`src/rtl/gcd_lcm_engine_pkg.sv`:
```
// Shared definitions for the GCD/LCM coprocessor.
// Holds the operation select encoding, the engine state encoding and the
// custom-instruction opcodes that the main decoder also uses for dispatch.
`timescale 1ns/1ps
package copro_pkg;

  typedef enum logic {
    FUNC_GCD = 1'b0,
    FUNC_LCM = 1'b1
  } func_e;

  typedef enum logic {
    IDLE = 1'b0,
    RUN  = 1'b1
  } state_e;

  localparam logic [6:0] OP_GCD = 7'b0000000;
  localparam logic [6:0] OP_LCM = 7'b0000001;

endpackage

```
`src/rtl/gcd_lcm_engine_if.sv`:
```
// Handshake bundle between the core (master) and the GCD/LCM engine (slave).
//   start/func/a/b/abort : request side, driven by the core
//   ready/busy           : engine idle / operation in flight
//   done/result          : one-cycle completion pulse and held result
//   overflow/timeout     : completion flags, valid with done
`timescale 1ns/1ps
interface gcd_lcm_engine_if #(
  parameter int WIDTH = 32
);
  import copro_pkg::*;

  logic             start;
  func_e            func;
  logic [WIDTH-1:0] a;
  logic [WIDTH-1:0] b;
  logic             abort;
  logic             ready;
  logic             busy;
  logic             done;
  logic [WIDTH-1:0] result;
  logic             overflow;
  logic             timeout;

  modport master (
    output start, func, a, b, abort,
    input  ready, busy, done, result, overflow, timeout
  );

  modport slave (
    input  start, func, a, b, abort,
    output ready, busy, done, result, overflow, timeout
  );

endinterface

```
`src/rtl/gcd_lcm_engine_step.sv`:
```
// Combinational single-iteration datapath for the GCD/LCM engine.
//   func          : operation select
//   m, n          : current working values
//   a, b          : original operands (LCM increments)
//   m_next/n_next : working values after one step
//   eq            : m == n (operation has converged)
//   carry         : LCM increment carried out of WIDTH bits
`timescale 1ns/1ps
module gcd_lcm_step
  import copro_pkg::*;
#(
  parameter int WIDTH = 32
) (
  input  func_e            func,
  input  logic [WIDTH-1:0] m,
  input  logic [WIDTH-1:0] n,
  input  logic [WIDTH-1:0] a,
  input  logic [WIDTH-1:0] b,
  output logic [WIDTH-1:0] m_next,
  output logic [WIDTH-1:0] n_next,
  output logic             eq,
  output logic             carry
);

  logic [WIDTH:0] sum;

  always_comb begin
    m_next = m;
    n_next = n;
    sum    = '0;
    carry  = 1'b0;
    eq     = (m == n);
    if (func == FUNC_GCD) begin
      if (m > n) m_next = m - n;
      else       n_next = n - m;
    end else begin
      // Advance whichever running multiple is behind.
      if (m < n) begin
        sum    = {1'b0, m} + {1'b0, a};
        m_next = sum[WIDTH-1:0];
      end else begin
        sum    = {1'b0, n} + {1'b0, b};
        n_next = sum[WIDTH-1:0];
      end
      carry = sum[WIDTH];
    end
  end

endmodule

```
`src/rtl/gcd_lcm_engine.sv`:
```
// Multi-cycle GCD/LCM coprocessor engine.
//   clk, reset : rising-edge clock, asynchronous active-high reset
//   bus        : slave side of the start/ready/done handshake
// One subtract (GCD) or add (LCM) step per cycle in RUN; finishes on
// convergence, zero operand, iteration bound or LCM overflow.
`timescale 1ns/1ps
module gcd_lcm_engine
  import copro_pkg::*;
#(
  parameter int WIDTH    = 32,
  parameter int MAX_ITER = 65535
) (
  input  logic              clk,
  input  logic              reset,
  gcd_lcm_engine_if.slave   bus
);

  localparam int             CW      = $clog2(MAX_ITER + 1);
  localparam logic [CW-1:0]  MAX_CNT = CW'(MAX_ITER);

  state_e           state;
  func_e            func_r;
  logic [WIDTH-1:0] m, n, a_r, b_r;
  logic [CW-1:0]    cnt;
  logic             zero;
  logic             done_r, overflow_r, timeout_r;
  logic [WIDTH-1:0] result_r;

  logic [WIDTH-1:0] m_next, n_next;
  logic             eq, carry;

  gcd_lcm_step #(.WIDTH(WIDTH)) u_step (
    .func   (func_r),
    .m      (m),
    .n      (n),
    .a      (a_r),
    .b      (b_r),
    .m_next (m_next),
    .n_next (n_next),
    .eq     (eq),
    .carry  (carry)
  );

  always_ff @(posedge clk or posedge reset) begin
    if (reset) begin
      state      <= IDLE;
      func_r     <= FUNC_GCD;
      m          <= '0;
      n          <= '0;
      a_r        <= '0;
      b_r        <= '0;
      cnt        <= '0;
      zero       <= 1'b0;
      done_r     <= 1'b0;
      overflow_r <= 1'b0;
      timeout_r  <= 1'b0;
      result_r   <= '0;
    end else begin
      done_r <= 1'b0;
      unique case (state)
        IDLE: begin
          if (bus.start) begin
            m          <= bus.a;
            n          <= bus.b;
            a_r        <= bus.a;
            b_r        <= bus.b;
            func_r     <= bus.func;
            cnt        <= '0;
            zero       <= (bus.a == '0) || (bus.b == '0);
            overflow_r <= 1'b0;
            timeout_r  <= 1'b0;
            state      <= RUN;
          end
        end
        RUN: begin
          if (bus.abort) begin
            state <= IDLE;
          end else if (zero) begin
            result_r <= (func_r == FUNC_GCD) ? (a_r | b_r) : '0;
            done_r   <= 1'b1;
            state    <= IDLE;
          end else if (eq) begin
            result_r <= m;
            done_r   <= 1'b1;
            state    <= IDLE;
          end else if (cnt == MAX_CNT) begin
            result_r  <= '0;
            timeout_r <= 1'b1;
            done_r    <= 1'b1;
            state     <= IDLE;
          end else if (carry) begin
            result_r   <= '0;
            overflow_r <= 1'b1;
            done_r     <= 1'b1;
            state      <= IDLE;
          end else begin
            m   <= m_next;
            n   <= n_next;
            cnt <= cnt + 1'b1;
          end
        end
      endcase
    end
  end

  assign bus.ready    = (state == IDLE);
  assign bus.busy     = (state != IDLE);
  assign bus.done     = done_r;
  assign bus.result   = result_r;
  assign bus.overflow = overflow_r;
  assign bus.timeout  = timeout_r;

endmodule

```
`src/flat_wrapper.sv`:
```
// flat-port wrapper written by rule: the top's interface ports become plain ports
module gcd_lcm_engine_flat import copro_pkg::*;
#(
  parameter int WIDTH    = 32,
  parameter int MAX_ITER = 65535
)
  (clk, reset, bus_start, bus_func, bus_a, bus_b, bus_abort, bus_ready, bus_busy, bus_done, bus_result, bus_overflow, bus_timeout);
  gcd_lcm_engine_if #(.WIDTH(WIDTH)) bus_i ();
  input  logic clk;
  input  logic reset;
  input wire logic [$bits(bus_i.start)-1:0] bus_start;
  input wire logic [$bits(bus_i.func)-1:0] bus_func;
  input wire logic [$bits(bus_i.a)-1:0] bus_a;
  input wire logic [$bits(bus_i.b)-1:0] bus_b;
  input wire logic [$bits(bus_i.abort)-1:0] bus_abort;
  output wire logic [$bits(bus_i.ready)-1:0] bus_ready;
  output wire logic [$bits(bus_i.busy)-1:0] bus_busy;
  output wire logic [$bits(bus_i.done)-1:0] bus_done;
  output wire logic [$bits(bus_i.result)-1:0] bus_result;
  output wire logic [$bits(bus_i.overflow)-1:0] bus_overflow;
  output wire logic [$bits(bus_i.timeout)-1:0] bus_timeout;
  assign bus_i.start = bus_start;
  assign bus_i.func = bus_func;
  assign bus_i.a = bus_a;
  assign bus_i.b = bus_b;
  assign bus_i.abort = bus_abort;
  assign bus_ready = bus_i.ready;
  assign bus_busy = bus_i.busy;
  assign bus_done = bus_i.done;
  assign bus_result = bus_i.result;
  assign bus_overflow = bus_i.overflow;
  assign bus_timeout = bus_i.timeout;
  gcd_lcm_engine #(.WIDTH(WIDTH), .MAX_ITER(MAX_ITER)) u_core (.clk(clk), .reset(reset), .bus(bus_i));
endmodule
```
`config.mk`:
```
export PLATFORM = sky130hd
export DESIGN_NAME = gcd_lcm_engine_flat
export DESIGN_NICKNAME = d
export VERILOG_FILES = /design/src/rtl/gcd_lcm_engine_pkg.sv /design/src/rtl/gcd_lcm_engine_if.sv /design/src/rtl/gcd_lcm_engine_step.sv /design/src/rtl/gcd_lcm_engine.sv /design/src/flat_wrapper.sv
export SDC_FILE = /design/constraint.sdc
export NUM_CORES = 1
export LEC_CHECK = 0
export BUFFER_PORTS_ARGS = -buffer_cell sky130_fd_sc_hd__buf_4
export CORE_ASPECT_RATIO = 1.2
export CORE_MARGIN = 2
export CORE_UTILIZATION = 35
export CTS_BUF_LIST = sky130_fd_sc_hd__clkbuf_8
export DETAILED_ROUTE_END_ITERATION = 12
export GPL_ROUTABILITY_DRIVEN = 0
export GPL_TIMING_DRIVEN = 0
export PLACE_DENSITY = 0.52
export REMOVE_ABC_BUFFERS = 1
export SYNTH_ARGS = -nofsm -noshare
export SYNTH_HDL_FRONTEND = slang
export SYNTH_SLANG_ARGS = --single-unit
```
`constraint.sdc`:
```
create_clock -name clk -period 14.5 [get_ports clk]
set_clock_uncertainty 0.05 [all_clocks]
set_input_delay 2.175 -clock clk [delete_from_list [all_inputs] [get_ports clk]]
set_output_delay 2.175 -clock clk [all_outputs]
set_load 0.005 [all_outputs]
```
---- Yosys cells after proc, flatten, opt, wreduce, memory -nomap -nowiden ----
Index checks and enable logic that the tools add are counted.
word-level totals
  bits in registers ....................... 182
  output and inout bits ................... 37
  word-level logic and storage cells ...... 106
cells by class
  add/subtract/negate cells ............... 5
  magnitude comparators ................... 2
  eq/ne operators ......................... 14
  mux-type cells .......................... 59
  bitwise logic cells ..................... 3
  reductions and logical operators ........ 11
operator list
  operator                                        number
  2-to-1 mux 32 bit                               23
  one-hot mux 32 bit (2 select lines)             2
  2-to-1 mux 16 bit                               6
  adder 32 x 32 -> 33 bit                         2
  logical NOT 32 bit                              2
  subtractor 32 bit                               2
  2-to-1 mux 33 bit                               1
  equality test 32 bit                            1
  > comparator 32 bit                             1
  less-than comparator 32 bit                     1
  OR 32 bit                                       1
  one-hot mux 16 bit (2 select lines)             1
  2-to-1 mux 1 bit                                23
  adder 16 x 1 -> 16 bit (second input constant)  1
  equality test 16 bit (second input constant)    1
  != test 2 bit (second input constant)           8
  AND reduction 8 bit                             2
  != test 3 bit (second input constant)           4
  AND reduction 6 bit                             2
  one-hot mux 1 bit (2 select lines)              3
  AND reduction 5 bit                             1
  nonzero test 4 bit                              1
  AND reduction 3 bit                             1
  inverter 1 bit                                  2
  other kinds (2)                                 2

---- Depth between registers and ports, before layout ----
  depth in word-level cells ............... 9
  mapped depth ............................ 14
  depth with buffers taken out ............ 12

---- By module ----
From an unflattened synthesis, not the netlist that was laid out.
second synthesis, totals
  cell total of the unflattened synthesis .. 1909
  area total of the unflattened synthesis .. 15975.3 um^2
modules (own cells, without submodules)
  module          instances  cells an instance  area an instance (um^2)  seq. area each (um^2)
  gcd_lcm_engine  1          804                8515.7                   4554.4
  gcd_lcm_step    1          1105               7459.7                   0.0

---- Worst setup path after synthesis ----
No wires, ideal clock.
  path kind ............................... input port to flip-flop
  start point ............................. input port bus_abort
  end point ............................... register u_core.n[20]
  setup time .............................. 125 ps
  data arrival time ....................... 3585 ps
  setup slack ............................. 10741 ps
  stages .................................. 6
  path through ............................ inv_1 -> nand2_1 -> o21ai_1 -> o21ai_0 -> a2bb2oi_2 -> mux2_2
between the ends
  longest elaborated chain between the ends .. 2
RTL lines
  item                                  line                  source
  from (decl)                           flat_wrapper.sv:15    input wire logic [$bits(bus_i.abort)-1:0] bus_abort;
  != test 2 bit (no source line)        --
  AND reduction 8 bit (no source line)  --
  to (signal assigned)                  gcd_lcm_engine.sv:64  n <= bus.b;
  to (signal assigned)                  gcd_lcm_engine.sv:98  n <= n_next;
  to (decl)                             gcd_lcm_engine.sv:23  logic [WIDTH-1:0] m, n, a_r, b_r;
No other way between the ends.
A chain may end at the register's enable or synchronous reset.

---- Worst setup path in the final report ----
  start point ............................. register u_core.m[0]
  end point ............................... register u_core.cnt[14]
between the ends
  longest elaborated chain between the ends .. 5
  elaborated cells on any way between the ends .. 8
  those cells by class .................... add/sub: 1; order compare: 1; eq/ne: 3; mux: 2; reduce/logical: 1
RTL lines
  item                                                                    line                                                  source
  from (decl)                                                             gcd_lcm_engine.sv:23
  from (signal assigned)                                                  gcd_lcm_engine.sv:63                                  m <= bus.a;
  from (signal assigned)                                                  gcd_lcm_engine.sv:97                                  m <= m_next;
  adder 32 x 32 -> 33 bit or less-than comparator 32 bit (tied branches)  gcd_lcm_engine_step.sv:39, gcd_lcm_engine_step.sv:38
  2-to-1 mux 33 bit                                                       gcd_lcm_engine_step.sv:38                             if (m < n) begin
  2-to-1 mux 1 bit                                                        gcd_lcm_engine_step.sv:33                             if (func == FUNC_GCD) begin
  != test 2 bit (no source line)                                          --
  AND reduction 6 bit (no source line) *                                  --
  to (signal assigned)                                                    gcd_lcm_engine.sv:99                                  cnt <= cnt + 1'b1;
  to (decl)                                                               gcd_lcm_engine.sv:24                                  logic [CW-1:0] cnt;
Every way passes the cells marked *; elsewhere a longest branch is shown, timed or not.

==> summary.md <==
| Metric | Value |
|---|---|
| Area Growth Syn to Fin | 11.8% |
| Register area share after synthesis | 29.0% |
| CP Class | reg -> reg |
| IO Count | 106 |
| Depth of the worst hold-timing path | 1 |
| Share of the synthesized area in the top cell type | 29.0% |
| Worst hold path type | reg -> reg |
| Final Hold Vio Count | 0 |
| Vias | 15.4k |
| Hpwl dp | 44300 um |
| Reg2reg end | u_core.cnt[14] |
| Gr ovfl total | 0 |
| Vias in the first global route | 14.9k |
| Global-route wire length before repair | 88000 um |
| Cell row count | 85 |
| IO buf count | 105 |
| Final Max Slew Viols | 0 |
| Ratio of cells with drive above 1 in the final layout | 9.18% |
| Cts repair resizes | 0 |
| Rel. slew slack | 25.0% |
| Final setup fails | 0 |
| Worst hold start | u_core.bus.result[1] |
| Synth top area cells | dfrtp_1 (29%), ha_1 (10%), nand2_1 (8.3%) |
| Die area | 46600 um^2 |
| Number of diodes | 0 |
| Vias per cell | 5.80 |
| Initial antenna violation count | 0 |
| H-Tree Depth | 4 |
| Num CTS Buffers | 17 |
| Crit start category | register |
| Yosys reg bits | 182 |
| Reg2reg setup slack | 9.56 ns |
| Clk slew on worst S/H paths | 0.10 ns |
| Post-CTS setup buffer count | 0 |
| Gr usage total | 24.9% |
| Crit-path max FO | 11 |
| Outcome | complete, no violations |
| Clock Path Buffers | 2 |
| # DRC | 0 |
| Maxcap violations | 0 |
| Largest net degree at the start of global routing | 96 |
| Cell Count, Final, Fillers Out | 2657 |
| Clk_lat worst skew | 0.59 ns |
| RSZ-0062 raised after global routing | false |
| Most frequent cell after synthesis | nand2_1 |
| Synth unique cells | 82 |
| Cell count after placement | 2626 |
| Leading area contributor after synthesis | dfrtp_1 |
| Top cells by count, synth | nand2_1 (347), nor2_1 (196), dfrtp_1 (182) |
| Core Region | 44600 um^2 |
| Pre-antenna DRT Iters | 5 |
| Worst R2R Path Depth | 11 |
| Clk sink count | 182 |
| Worst setup EP type | register |
| Setup TNS | 0 ns |
| WHS Endpoint | u_core.bus.result[1] |
| Final design utilization | 39.5% |
| Final Critical Period | 4.94 ns |
| Final WL | 57400 um |
| Peak Freq | 203 MHz |
| WP data arrival | 5.41 ns |
| Synth Cell Area | 15700 um^2 |
| Die Wd | 197 um |
| CTS Hold Bufs | 0 |
| Warnings from Yosys | 0 |
| Initial Util | 35.3% |
| NumNets Final | 2281 |
| Synthesized instance count | 2051 |
| Critical path required time | 14.98 ns |
| Drt wl/cell | 21.6 um |
| Initial drt markers | 1253 |
| Worst slew pin tran | 1.12 ns |
| Post-synth ARST share | 100% |
| Worst r2r src | u_core.m[0] |
| CTS root buffer | clkbuf_8 |
| Remaining antenna violation count | 0 |
| Die height | 236 um |
| TritonCTS clock tree | built |
| Tcrit/Tclk final | 34.0% |
| Avg Inst Size Synth | 7.67 um^2 |
| Number of synthesized flops with an enable pin | 0 |
| Top FF cell, synth | dfrtp_1 |
## sequential cells by signal, summed over array words and instances (netlist names)
| name | cells |
|---|---|
| u_core.n | 32 |
| u_core.zero | 1 |
| u_core.bus.overflow | 1 |
| u_core.bus.timeout | 1 |
| u_core.m | 32 |
| u_core.bus.result | 32 |
| u_core.cnt | 16 |
| u_core.bus.done | 1 |
| u_core.b_r | 32 |
| u_core.a_r | 32 |
| u_core.bus.busy | 1 |
| u_core.func_r | 1 |
## per-stage QoR
| step | area, um^2 | setup WS, ns | hold slack (ns) |
|---|---|---|---|
| final | 17600 | 9.56 | 0.431 |
| after floorplan | 15300 | 7.33 | 0.416 |
| after global placement | 16700 | 1.64 | 0.410 |
| after CTS | 17600 | 9.59 | 0.437 |
| after global routing | 17600 | 9.34 | 0.453 |
| after detailed placement | 17100 | 8.93 | 0.417 |
## critical path, cell delays in order (launching register included)
cell	delay [ns]
dfrtp_1	0.45
ha_1	0.24
fa_1	0.45
a211oi_1	0.41
o21a_1	0.29
a211oi_1	0.13
nor3_1	0.62
o21ai_0	0.45
o221ai_2	0.67
nand3_1	0.49
or4_1	0.55
nand3_1	0.08
## worst max path at each step
stage               startpoint        endpoint  slack [ns]  cells after the start
3_5_place_dp         bus_abort    u_core.n[20]        8.93                      8
4_1_cts              bus_abort    u_core.n[20]        9.59                      8
2_1_floorplan            reset   u_core.a_r[0]        7.33                      1
5_1_grt            u_core.m[0]  u_core.cnt[14]        9.34                     11
6_report           u_core.m[0]  u_core.cnt[14]        9.56                     11
3_3_place_gp   u_core.bus.busy    u_core.m[27]        1.64                      5
## cells by family after synthesis
| kind of cell | Yosys count | share of synthesized area (%) |
|---|---|---|
| simple gates | 752 | 21.1 |
| compound gates | 660 | 27.1 |
| fa+ha+maj | 132 | 10.7 |
| flops | 182 | 29.0 |
| buf+inv | 205 | 5.25 |
| mux | 22 | 1.44 |
| xor+xnor | 98 | 5.46 |
## layer usage
metal / global-route usage [%] / part of all wire [%]
met1: 30.2 / 41
met5: 0 / 0
met3: 3.87 / 4.5
met4: 13.5 / 5.8
met2: 42.3 / 49
## cell usage in the layout (no fill, tap or decap), types with 43 or more instances in the layout
| master | Yosys | layout |
|---|---|---|
| o211ai_1 | 48 | 48 |
| xnor2_1 | 55 | 55 |
| xor2_1 | 43 | 43 |
| nand2_1 | 347 | 344 |
| ha_1 | 128 | 128 |
| a21oi_1 | 178 | 178 |
| dfrtp_1 | 182 | 180 |
| nor2_1 | 196 | 195 |
| a21o_1 | 79 | 79 |
| buf_4 | 5 | 106 |
| inv_1 | 94 | 94 |
| o21ai_0 | 159 | 158 |
## final cells by class
type                    count  area, um^2
clock inverters            12         174
fillers                  4697       27000
repair buffers            120        1100
multi-input cells        1664       10400
flip-flops and latches    182        4560
clock buffers              19         262
inverters                  95         364
well taps                 565         707
Power is left out: the tool's default activity adds up to more than one toggle a clock period on the data nets, which glitch-free logic cannot reach.
